[config.mk]
export PLATFORM = sky130hd
export DESIGN_NAME = pad_vector_bist_flat
export DESIGN_NICKNAME = d
export VERILOG_FILES = /design/src/rtl/pad_vector_bist_if.sv /design/src/rtl/pad_vector_bist.sv /design/src/flat_wrapper.sv
export SDC_FILE = /design/constraint.sdc
export NUM_CORES = 1
export LEC_CHECK = 0
export BUFFER_PORTS_ARGS = -buffer_cell sky130_fd_sc_hd__buf_2
export CORE_MARGIN = 4
export CORE_UTILIZATION = 47
export CTS_CLUSTER_SIZE = 16
export DETAILED_ROUTE_END_ITERATION = 12
export GPL_ROUTABILITY_DRIVEN = 0
export GPL_TIMING_DRIVEN = 0
export MAX_ROUTING_LAYER = met4
export PLACE_DENSITY = 0.75
export RECOVER_POWER = 50
export SYNTH_ARGS = -nofsm -noshare
export SYNTH_HDL_FRONTEND = slang
export SYNTH_SLANG_ARGS = --single-unit
[constraint.sdc]
create_clock -name clk -period 1.7 [get_ports clk]
set_input_delay 0.34 -clock clk [delete_from_list [all_inputs] [get_ports clk]]
set_output_delay 0.34 -clock clk [all_outputs]
set_load 0.03 [all_outputs]
[src/rtl/pad_vector_bist_if.sv]
// Pad-level bus between the BIST engine and its controller: run control,
// golden signature, DUT stimulus/response and status.
interface pad_vector_bist_if #(
  parameter int unsigned VEC_W = 10,
  parameter int unsigned RSP_W = 7
);
  logic             start_i;
  logic             abort_i;
  logic             mode_i;
  logic [RSP_W-1:0] expected_i;
  logic [RSP_W-1:0] rsp_i;
  logic [VEC_W-1:0] vec_o;
  logic             busy_o;
  logic             done_o;
  logic [RSP_W-1:0] sig_o;
  logic             pass_o;
  logic [15:0]      vec_cnt_o;

  modport master (
    output start_i, abort_i, mode_i, expected_i, rsp_i,
    input  vec_o, busy_o, done_o, sig_o, pass_o, vec_cnt_o
  );

  modport slave (
    input  start_i, abort_i, mode_i, expected_i, rsp_i,
    output vec_o, busy_o, done_o, sig_o, pass_o, vec_cnt_o
  );
endinterface

[src/rtl/pad_vector_bist.sv]
// Stimulus/response BIST for a combinational pad netlist: LFSR or counter
// vectors out, MISR-compacted responses in, signature checked against golden.
module pad_vector_bist #(
  parameter int unsigned      VEC_W   = 10,
  parameter int unsigned      RSP_W   = 7,
  parameter int unsigned      NUM_VEC = 1024,
  parameter logic [VEC_W-1:0] SEED    = VEC_W'(1)
) (
  input logic              clk,
  input logic              rst,
  pad_vector_bist_if.slave bus
);

  localparam int unsigned      CNT_W    = 16;
  // An all-zero seed would lock the LFSR, so it falls back to 1.
  localparam logic [VEC_W-1:0] SEED_EFF = (SEED == '0) ? VEC_W'(1) : SEED;
  localparam logic [CNT_W-1:0] LAST_CNT = CNT_W'(NUM_VEC - 1);

  typedef enum logic [1:0] {IDLE, RUN, DONE} state_e;

  state_e             state_q, state_d;
  logic [VEC_W-1:0]   vec_q, vec_d;
  logic [RSP_W-1:0]   sig_q, sig_d;
  logic [CNT_W-1:0]   cnt_q, cnt_d;
  logic               mode_q, mode_d;
  logic               busy_q, busy_d;
  logic               done_q, done_d;
  logic [VEC_W-1:0]   lfsr_nxt_c;
  logic [RSP_W-1:0]   misr_nxt_c;

  // x^10+x^7+1 stimulus LFSR and x^7+x^6+1 response MISR
  assign lfsr_nxt_c = {vec_q[VEC_W-2:0], vec_q[9] ^ vec_q[6]};
  assign misr_nxt_c = {sig_q[RSP_W-2:0], sig_q[6] ^ sig_q[5]} ^ bus.rsp_i;

  always_ff @(posedge clk or posedge rst) begin
    if (rst) begin
      state_q <= IDLE;
      vec_q   <= '0;
      sig_q   <= '0;
      cnt_q   <= '0;
      mode_q  <= 1'b0;
      busy_q  <= 1'b0;
      done_q  <= 1'b0;
    end else begin
      state_q <= state_d;
      vec_q   <= vec_d;
      sig_q   <= sig_d;
      cnt_q   <= cnt_d;
      mode_q  <= mode_d;
      busy_q  <= busy_d;
      done_q  <= done_d;
    end
  end

  always_comb begin
    state_d = state_q;
    vec_d   = vec_q;
    sig_d   = sig_q;
    cnt_d   = cnt_q;
    mode_d  = mode_q;
    busy_d  = 1'b0;
    done_d  = 1'b0;
    // Abort wins over everything and leaves sig/count frozen for debug.
    if (bus.abort_i) begin
      state_d = IDLE;
    end else begin
      unique case (state_q)
        IDLE, DONE: begin
          if (bus.start_i) begin
            mode_d  = bus.mode_i;
            vec_d   = bus.mode_i ? '0 : SEED_EFF;
            sig_d   = '0;
            cnt_d   = '0;
            busy_d  = 1'b1;
            state_d = RUN;
          end
        end
        RUN: begin
          sig_d = misr_nxt_c;
          cnt_d = cnt_q + CNT_W'(1);
          vec_d = mode_q ? (vec_q + VEC_W'(1)) : lfsr_nxt_c;
          if (cnt_q == LAST_CNT) begin
            state_d = DONE;
            done_d  = 1'b1;
          end else begin
            busy_d = 1'b1;
          end
        end
        default: state_d = IDLE;
      endcase
    end
  end

  assign bus.vec_o     = vec_q;
  assign bus.sig_o     = sig_q;
  assign bus.vec_cnt_o = cnt_q;
  assign bus.busy_o    = busy_q;
  assign bus.done_o    = done_q;
  assign bus.pass_o    = (state_q == DONE) && (sig_q == bus.expected_i);

endmodule
[src/flat_wrapper.sv]
// flat-port wrapper written by rule: the top's interface ports become plain ports
module pad_vector_bist_flat 
#(
  parameter int unsigned      VEC_W   = 10,
  parameter int unsigned      RSP_W   = 7,
  parameter int unsigned      NUM_VEC = 1024,
  parameter logic [VEC_W-1:0] SEED    = VEC_W'(1)
)
  (clk, rst, bus_start_i, bus_abort_i, bus_mode_i, bus_expected_i, bus_rsp_i, bus_vec_o, bus_busy_o, bus_done_o, bus_sig_o, bus_pass_o, bus_vec_cnt_o);
  pad_vector_bist_if #(.VEC_W(VEC_W), .RSP_W(RSP_W)) bus_i ();
  input logic clk;
  input logic rst;
  input wire logic [$bits(bus_i.start_i)-1:0] bus_start_i;
  input wire logic [$bits(bus_i.abort_i)-1:0] bus_abort_i;
  input wire logic [$bits(bus_i.mode_i)-1:0] bus_mode_i;
  input wire logic [$bits(bus_i.expected_i)-1:0] bus_expected_i;
  input wire logic [$bits(bus_i.rsp_i)-1:0] bus_rsp_i;
  output wire logic [$bits(bus_i.vec_o)-1:0] bus_vec_o;
  output wire logic [$bits(bus_i.busy_o)-1:0] bus_busy_o;
  output wire logic [$bits(bus_i.done_o)-1:0] bus_done_o;
  output wire logic [$bits(bus_i.sig_o)-1:0] bus_sig_o;
  output wire logic [$bits(bus_i.pass_o)-1:0] bus_pass_o;
  output wire logic [$bits(bus_i.vec_cnt_o)-1:0] bus_vec_cnt_o;
  assign bus_i.start_i = bus_start_i;
  assign bus_i.abort_i = bus_abort_i;
  assign bus_i.mode_i = bus_mode_i;
  assign bus_i.expected_i = bus_expected_i;
  assign bus_i.rsp_i = bus_rsp_i;
  assign bus_vec_o = bus_i.vec_o;
  assign bus_busy_o = bus_i.busy_o;
  assign bus_done_o = bus_i.done_o;
  assign bus_sig_o = bus_i.sig_o;
  assign bus_pass_o = bus_i.pass_o;
  assign bus_vec_cnt_o = bus_i.vec_cnt_o;
  pad_vector_bist #(.VEC_W(VEC_W), .RSP_W(RSP_W), .NUM_VEC(NUM_VEC), .SEED(SEED)) u_core (.clk(clk), .rst(rst), .bus(bus_i));
endmodule
==> results of run 1 <==
==> synthesized netlist by cell type, drive strengths merged, types with 3 or more instances <==
library cell	number	area, um^2
nor2	16	62.6
nand4	7	43.8
inv	6	22.5
a21oi	8	40.0
o31ai	7	52.6
xor2	6	52.6
nand2	25	93.8
o21ai	22	110
xnor2	16	140
nand3	8	40.0
nor4	3	18.8
clkbuf	7	26.3
buf	3	21.3
dfrtp	38	951
mux2i	3	30.0
nor3	5	25.0
a22o	3	26.3
nand2b	3	18.8
==> registers in the layout (all words and copies together), names as in the netlist <==
name,flops
u_core.bus.vec_cnt_o,16
u_core.bus.vec_o,10
u_core.bus.sig_o,7
u_core.state_q,2
u_core.bus.busy_o,1
u_core.bus.done_o,1
u_core.mode_q,1
==> area by class of cell <==
cell class                      count  area [um^2]
Buffer                              7         38.8
Clock buffer                        7         86.3
Clock inverter                      1         30.0
Fill cell                         377         1590
Inverter                            6         22.5
Multi-Input combinational cell    169         1170
Sequential cell                    38          958
Tap cell                           52         65.1
Timing Repair Buffer               71          397
==> kinds of logic (layout without fill, tap and decap cells) <==
family	after synthesis	count (layout)	share of synthesized area
compound gates	57	57	0.179
simple gates	85	85	0.219
xor+xnor	22	22	0.0914
buf+inv	16	92	0.0332
flops	38	38	0.451
fa+ha+maj	2	2	0.0119
mux	3	3	0.0142
==> critical path, stage by stage (launching register included) <==
cell and delay (ps):
sky130_fd_sc_hd__dfrtp_1 390, sky130_fd_sc_hd__xnor2_1 140, sky130_fd_sc_hd__nand4_1 160, sky130_fd_sc_hd__nor4_4 300
sky130_fd_sc_hd__buf_6 160
==> power groups by stage <==
stage / sequential (uW) / clock (uW) / combinational, uW
floorplan: 1390 / 0 / 366
global placement: 1190 / 0 / 786
detailed placement: 1200 / 0 / 799
CTS: 1170 / 818 / 870
global route: 1190 / 855 / 975
finish: 1170 / 805 / 889
==> worst paths after layout <==
| check | slack (ps) | cells after the start | start | to |
|---|---|---|---|---|
| hold reg to reg | 490 | 1 | u_core.bus.vec_cnt_o[0]$_DFFE_PP0P_ | u_core.bus.vec_cnt_o[0]$_DFFE_PP0P_ |
| setup reg to reg | 20 | 5 | u_core.bus.vec_cnt_o[5]$_DFFE_PP0P_ | u_core.bus.vec_cnt_o[14]$_DFFE_PP0P_ |
| setup / recovery | -90 | 4 | u_core.bus.sig_o[4]$_DFFE_PP0P_ | bus_pass_o |
| min in group asynchronous | 450 | 2 | rst | u_core.bus.vec_cnt_o[10]$_DFFE_PP0P_ |
| hold / removal | 290 | 2 | bus_abort_i | u_core.bus.sig_o[4]$_DFFE_PP0P_ |
| max in group asynchronous | 320 | 2 | rst | u_core.state_q[0]$_DFFE_PP0P_ |
==> metal layers <==
| metal | GRT usage | part of all wire |
|---|---|---|
| met2 | 0.338 | 0.50 |
| met3 | 0.0401 | 0.061 |
| met1 | 0.255 | 0.43 |
| met5 | - | 0 |
| met4 | 0.0435 | 0.0084 |
==> metrics by stage <==
stage                      util  instance area (um^2)  power (uW)  hold slack [ps]  instances
final                     0.635                  2770        2870              287        351
after detailed placement  0.565                  2460        2000              481        328
after CTS                 0.609                  2650        2860              228        342
after global routing      0.635                  2770        3020              288        351
after floorplan               -                  2130        1750              457        223
after global placement    0.565                  2460        1980              478        328
==> what timing repair did <==
action	CTS	global route
cloned	0	0
resized for setup	8	16
endpoints found under the setup margin	22	28
pin swaps	11	9
setup buffers	7	11
==> results.sh, run 1 <==
export IMPL_worst_skew_late_latency_ps=290
export IMPL_worst_setup_path_type="flip-flop to primary output"
export IMPL_timing_worst_slew_pin_value_ps=1410
export IMPL_critical_path_sink_type="primary output"
export IMPL_grt_antenna_before_repair=0
export IMPL_run_status="finished with violations"
export IMPL_port_bufs=53
export IMPL_cellInternalPower_uw=1840
export IMPL_setup_repair_after_global_routing_missed_its_margin="yes"
export IMPL_setup_tns_final_ps=-86.8
export IMPL_most_common_cell_after_layout_fill_and_taps_aside="sky130_fd_sc_hd__buf_2"
export IMPL_netlist_instances=223
export IMPL_die_width_um=75.0
export IMPL_drcViolationCount=0
export IMPL_final_net_count=319
export IMPL_yosys_most_used_dff="sky130_fd_sc_hd__dfrtp_1"
export IMPL_layout_common_cells="sky130_fd_sc_hd__buf_2, sky130_fd_sc_hd__dfrtp_1, sky130_fd_sc_hd__nand2_1, sky130_fd_sc_hd__o21ai_0, sky130_fd_sc_hd__clkbuf_1"
export IMPL_grtUsageTotal=0.203
export IMPL_num_vias=2008
export IMPL_critical_path_max_fanout=2
export IMPL_drt_pass1_iter_count=4
export IMPL_cts_sinks=38
export IMPL_p_seq_frac=0.409
export IMPL_number_of_synthesis_warnings=0
export IMPL_ys_seq_area_frac=0.451
export IMPL_fin_crit_sh=1.05
export IMPL_synth_edf_count=0
export IMPL_holdBufCountCts=0
export IMPL_cts_root_buffer="sky130_fd_sc_hd__clkbuf_8"
export IMPL_area_growth_synth_to_final_pct=31.2
export IMPL_floorplan_initialDensity=0.484
export IMPL_worst_ir_drop_vdd_mv=0.499
export IMPL_power_share_switching=0.358
export IMPL_total_switching_power_uw=1030
export IMPL_design_portCount=55
export IMPL_avgSynthCellArea_um2=9.45
export IMPL_grt_overflow_total=0
export IMPL_grt_max_degree=39
export IMPL_finalCriticalPeriod_ps=1790
export IMPL_final_setup_skew_ps=7.08
export IMPL_power_leakage_uw=0.00126
export IMPL_final_setup_margin_ps=-86.8
export IMPL_antenna_cells_inserted=0
export IMPL_pwr_share_comb=0.310
export IMPL_detailed_place_hpwl_mm=3.55
export IMPL_antenna_left=0
export IMPL_category_of_the_worst_setup_path_launch_point="flip-flop"
export IMPL_vert_die_dim_um=75.0
export IMPL_final_setup_fails=1
export IMPL_drive_gt1_frac=0.308
export IMPL_synth_net_count=244
export IMPL_number_of_global_route_vias_before_repair=1861
export IMPL_violations_in_the_final_reports="setup timing"
export IMPL_synth_async_reset_ratio=1.00
export IMPL_critical_path_required_ps=1360
export IMPL_timing_slew_headroom=0.0602
export IMPL_ys_seq_elements=38
export IMPL_worstHoldPathType="input port to flip-flop"
export IMPL_vias_per_cell=5.72
export IMPL_critical_path_arrival_ps=1450
export IMPL_fp_dieArea_um2=5620
export IMPL_tritoncts="built"
export IMPL_grt_first_pass_wirelength_mm=8.57
export IMPL_preCtsSetupSlack_ps=-166
export IMPL_max_cap_violations=0
export IMPL_core_region_area_um2=4350
export IMPL_drt_wl_total_mm=5.26
export IMPL_fmax_ghz=0.560
export IMPL_drv_slew=0
export IMPL_synth_cell_area_um2=2110
export IMPL_avgRoutedWirePerCell_um=15.0
export IMPL_std_cell_rows=24
export IMPL_yosysUniqueCellTypes=48
export IMPL_cts_max_path_buffers=2
export IMPL_drtIter0Drc=140
export IMPL_clkSlewWorstSetupHoldPaths_ps=80
export IMPL_power_density_nw_per_um2=1040
export IMPL_finalHoldViolations=0
export IMPL_cts_buffers=5
export IMPL_pwr_share_clk=0.281
export IMPL_htree_levels=2
(Power assumes the default switching activity.)
==> run 2, diff against run 1 <==
--- a/config.mk
+++ b/config.mk
@@ -15,6 +15,7 @@
 export MAX_ROUTING_LAYER = met4
 export PLACE_DENSITY = 0.75
 export RECOVER_POWER = 50
+export SETUP_SLACK_MARGIN = 0.05
 export SYNTH_ARGS = -nofsm -noshare
 export SYNTH_HDL_FRONTEND = slang
 export SYNTH_SLANG_ARGS = --single-unit
==> run 2 against run 1 <==
  * The run still ends with setup timing left
  * Count of clock-buffer cells in the layout stayed put
  * Flip-flop and latch count unchanged
  * Via count fell by 1.4%
  * Combinational power increased by 2%
  * Clock skew decreased by 1.3 ps
  * Global-route usage increased by 0.30 points
  * Routed wire length grew 0.25%
  * First-iteration DRC count fell by 33%
  * Clock power decreased by 20%
  * Worst hold slack worse by 2.8 ps
  * Non-clock buffer count stayed put
==> results.sh, run 2 (synthesized netlist as in run 1, its figures left out) <==
export IMPL_clkSlewWorstSetupHoldPaths_ps=80
export IMPL_worst_skew_late_latency_ps=290
export IMPL_fp_dieArea_um2=5620
export IMPL_timing_slew_headroom=0.0320
export IMPL_worst_setup_path_startpoint="u_core.bus.sig_o[0]$_DFFE_PP0P_"
export IMPL_timing_worst_slew_pin_value_ps=1450
export IMPL_violations_in_the_final_reports="setup timing"
export IMPL_htree_levels=2
export IMPL_layout_common_cells="sky130_fd_sc_hd__buf_2, sky130_fd_sc_hd__dfrtp_1, sky130_fd_sc_hd__nand2_1, sky130_fd_sc_hd__o21ai_0, sky130_fd_sc_hd__clkbuf_1"
export IMPL_worst_setup_path_type="flip-flop to primary output"
export IMPL_area_growth_synth_to_final_pct=31.8
export IMPL_setup_repair_after_global_routing_missed_its_margin="yes"
export IMPL_final_net_count=319
export IMPL_vert_die_dim_um=75.0
export IMPL_worst_ir_drop_vdd_mv=0.427
export IMPL_detailed_place_hpwl_mm=3.56
export IMPL_cts_max_path_buffers=2
export IMPL_max_cap_violations=0
export IMPL_critical_path_required_ps=1360
export IMPL_design_portCount=55
export IMPL_finalHoldWorstSlack_ps=285
export IMPL_min_delay_start="bus_abort_i"
export IMPL_fin_crit_sh=1.07
export IMPL_critical_path_sink_type="primary output"
export IMPL_fin_area_um2=2780
export IMPL_drt_pass1_iter_count=4
export IMPL_number_of_global_route_vias_before_repair=1929
export IMPL_grtUsageTotal=0.206
export IMPL_final_setup_skew_ps=5.81
export IMPL_preCtsSetupSlack_ps=-121
export IMPL_drt_wl_total_mm=5.27
export IMPL_most_common_cell_after_layout_fill_and_taps_aside="sky130_fd_sc_hd__buf_2"
export IMPL_critPathSlowestCell="sky130_fd_sc_hd__dfrtp_1"
export IMPL_category_of_the_worst_setup_path_launch_point="flip-flop"
export IMPL_finalCriticalPeriod_ps=1820
export IMPL_grt_antenna_before_repair=0
export IMPL_worstHoldPathType="input port to flip-flop"
export IMPL_cts_sinks=38
export IMPL_tritoncts="built"
export IMPL_finalHoldViolations=0
export IMPL_run_status="finished with violations"
export IMPL_std_cell_rows=24
export IMPL_fmax_ghz=0.550
export IMPL_post_dp_cell_area_um2=2470
export IMPL_final_setup_margin_ps=-119
export IMPL_drv_slew=0
export IMPL_port_bufs=53
export IMPL_die_width_um=75.0
export IMPL_grt_first_pass_wirelength_mm=8.66
export IMPL_antenna_cells_inserted=0
export IMPL_cts_root_buffer="sky130_fd_sc_hd__clkbuf_8"
export IMPL_drtIter0Drc=94
export IMPL_avgRoutedWirePerCell_um=15.0
export IMPL_floorplan_initialDensity=0.484
export IMPL_vias_per_cell=5.64
export IMPL_grt_max_degree=39
export IMPL_num_vias=1980
export IMPL_critical_path_max_fanout=2
export IMPL_critical_path_reg2reg_startpoint="u_core.state_q[0]$_DFFE_PP0P_"
export IMPL_power_leakage_uw=0.00126
export IMPL_drive_gt1_frac=0.311
export IMPL_final_setup_fails=4
export IMPL_grt_overflow_total=0
export IMPL_critical_path_arrival_ps=1480
export IMPL_cts_buffers=5
export IMPL_critical_path_cell_chain="xnor2_1, nand3b_1, nor4_4, buf_6"
export IMPL_cp_slowest_stage_delay_ps=390
export IMPL_largest_register_ffs=16
export IMPL_power_density_nw_per_um2=976
export IMPL_drcViolationCount=0
export IMPL_antenna_left=0
export IMPL_core_region_area_um2=4350
export IMPL_holdBufCountCts=0
[run 2: cell count changes in the layout (fill, tap and decap cells not counted), sizes merged]
cell | before | now
buf | 59 | 61
bufinv | 1 | 0
clkbuf | 26 | 24
clkinv | 0 | 1
[run 2: what timing repair did]
item / CTS / global route
resized for setup: 17 / 15
setup endpoints to repair: 26 / 31
pin swaps: 18 / 4
setup buffers: 16 / 3
hold endpoints to repair: 0 / 0
[run 2: path summary, 6_finish.rpt]
check | end | slack [ps] | cells past startpoint
setup / recovery | bus_pass_o | -120 | 4
setup reg to reg | u_core.bus.vec_cnt_o[13]$_DFFE_PP0P_ | -30 | 7
hold reg to reg | u_core.bus.vec_cnt_o[0]$_DFFE_PP0P_ | 500 | 1
hold / removal | u_core.bus.sig_o[3]$_DFFE_PP0P_ | 280 | 2
min in group asynchronous | u_core.bus.vec_cnt_o[15]$_DFFE_PP0P_ | 460 | 2
max in group asynchronous | u_core.bus.vec_cnt_o[7]$_DFFE_PP0P_ | 260 | 2
[run 2: stage by stage]
stage                     utilization  instances  TNS, ps  power [uW]
after floorplan                     -        223    -6.54        1750
after global placement          0.567        328    -2590        1980
after detailed placement        0.567        328     -417        2000
after CTS                       0.630        350     -191        2740
after global routing            0.638        351     -641        2860
final                           0.638        351     -178        2710
[run 2: routing by layer]
| layer | up-vias | GRT usage | wire [um] |
|---|---|---|---|
| met5 | - | - | 0 |
| met4 | 0 | 0.0672 | 57 |
| met3 | 8 | 0.0401 | 314 |
| met2 | 61 | 0.338 | 2560 |
| met1 | 946 | 0.254 | 2340 |
| li1 | 965 | - | - |
[run 2: final cells by class]
type                    count  area [um^2]
fillers                   376         1580
multi-input cells         169         1170
flip-flops and latches     38          960
repair buffers             70          413
clock buffers               7         86.3
well taps                  52         65.1
plain buffers               8         56.3
inverters                   6         22.5
clock inverters             1         5.00
[run 2: critical path: cells and delay by family, from the launching register on]
| kind | cells | cell delay, ps |
|---|---|---|
| flip-flops | 1 | 390 |
| buffers and inverters | 1 | 170 |
| XOR/XNOR | 1 | 160 |
| AND/OR/NAND/NOR | 2 | 470 |
[run 2: power breakdown]
group          leakage, uW  switching [uW]  internal [uW]  total, uW
Sequential        0.000503             139           1020       1160
Clock            0.0000482             318            327        646
Combinational     0.000704             556            349        905
Total              0.00126            1010           1700       2710
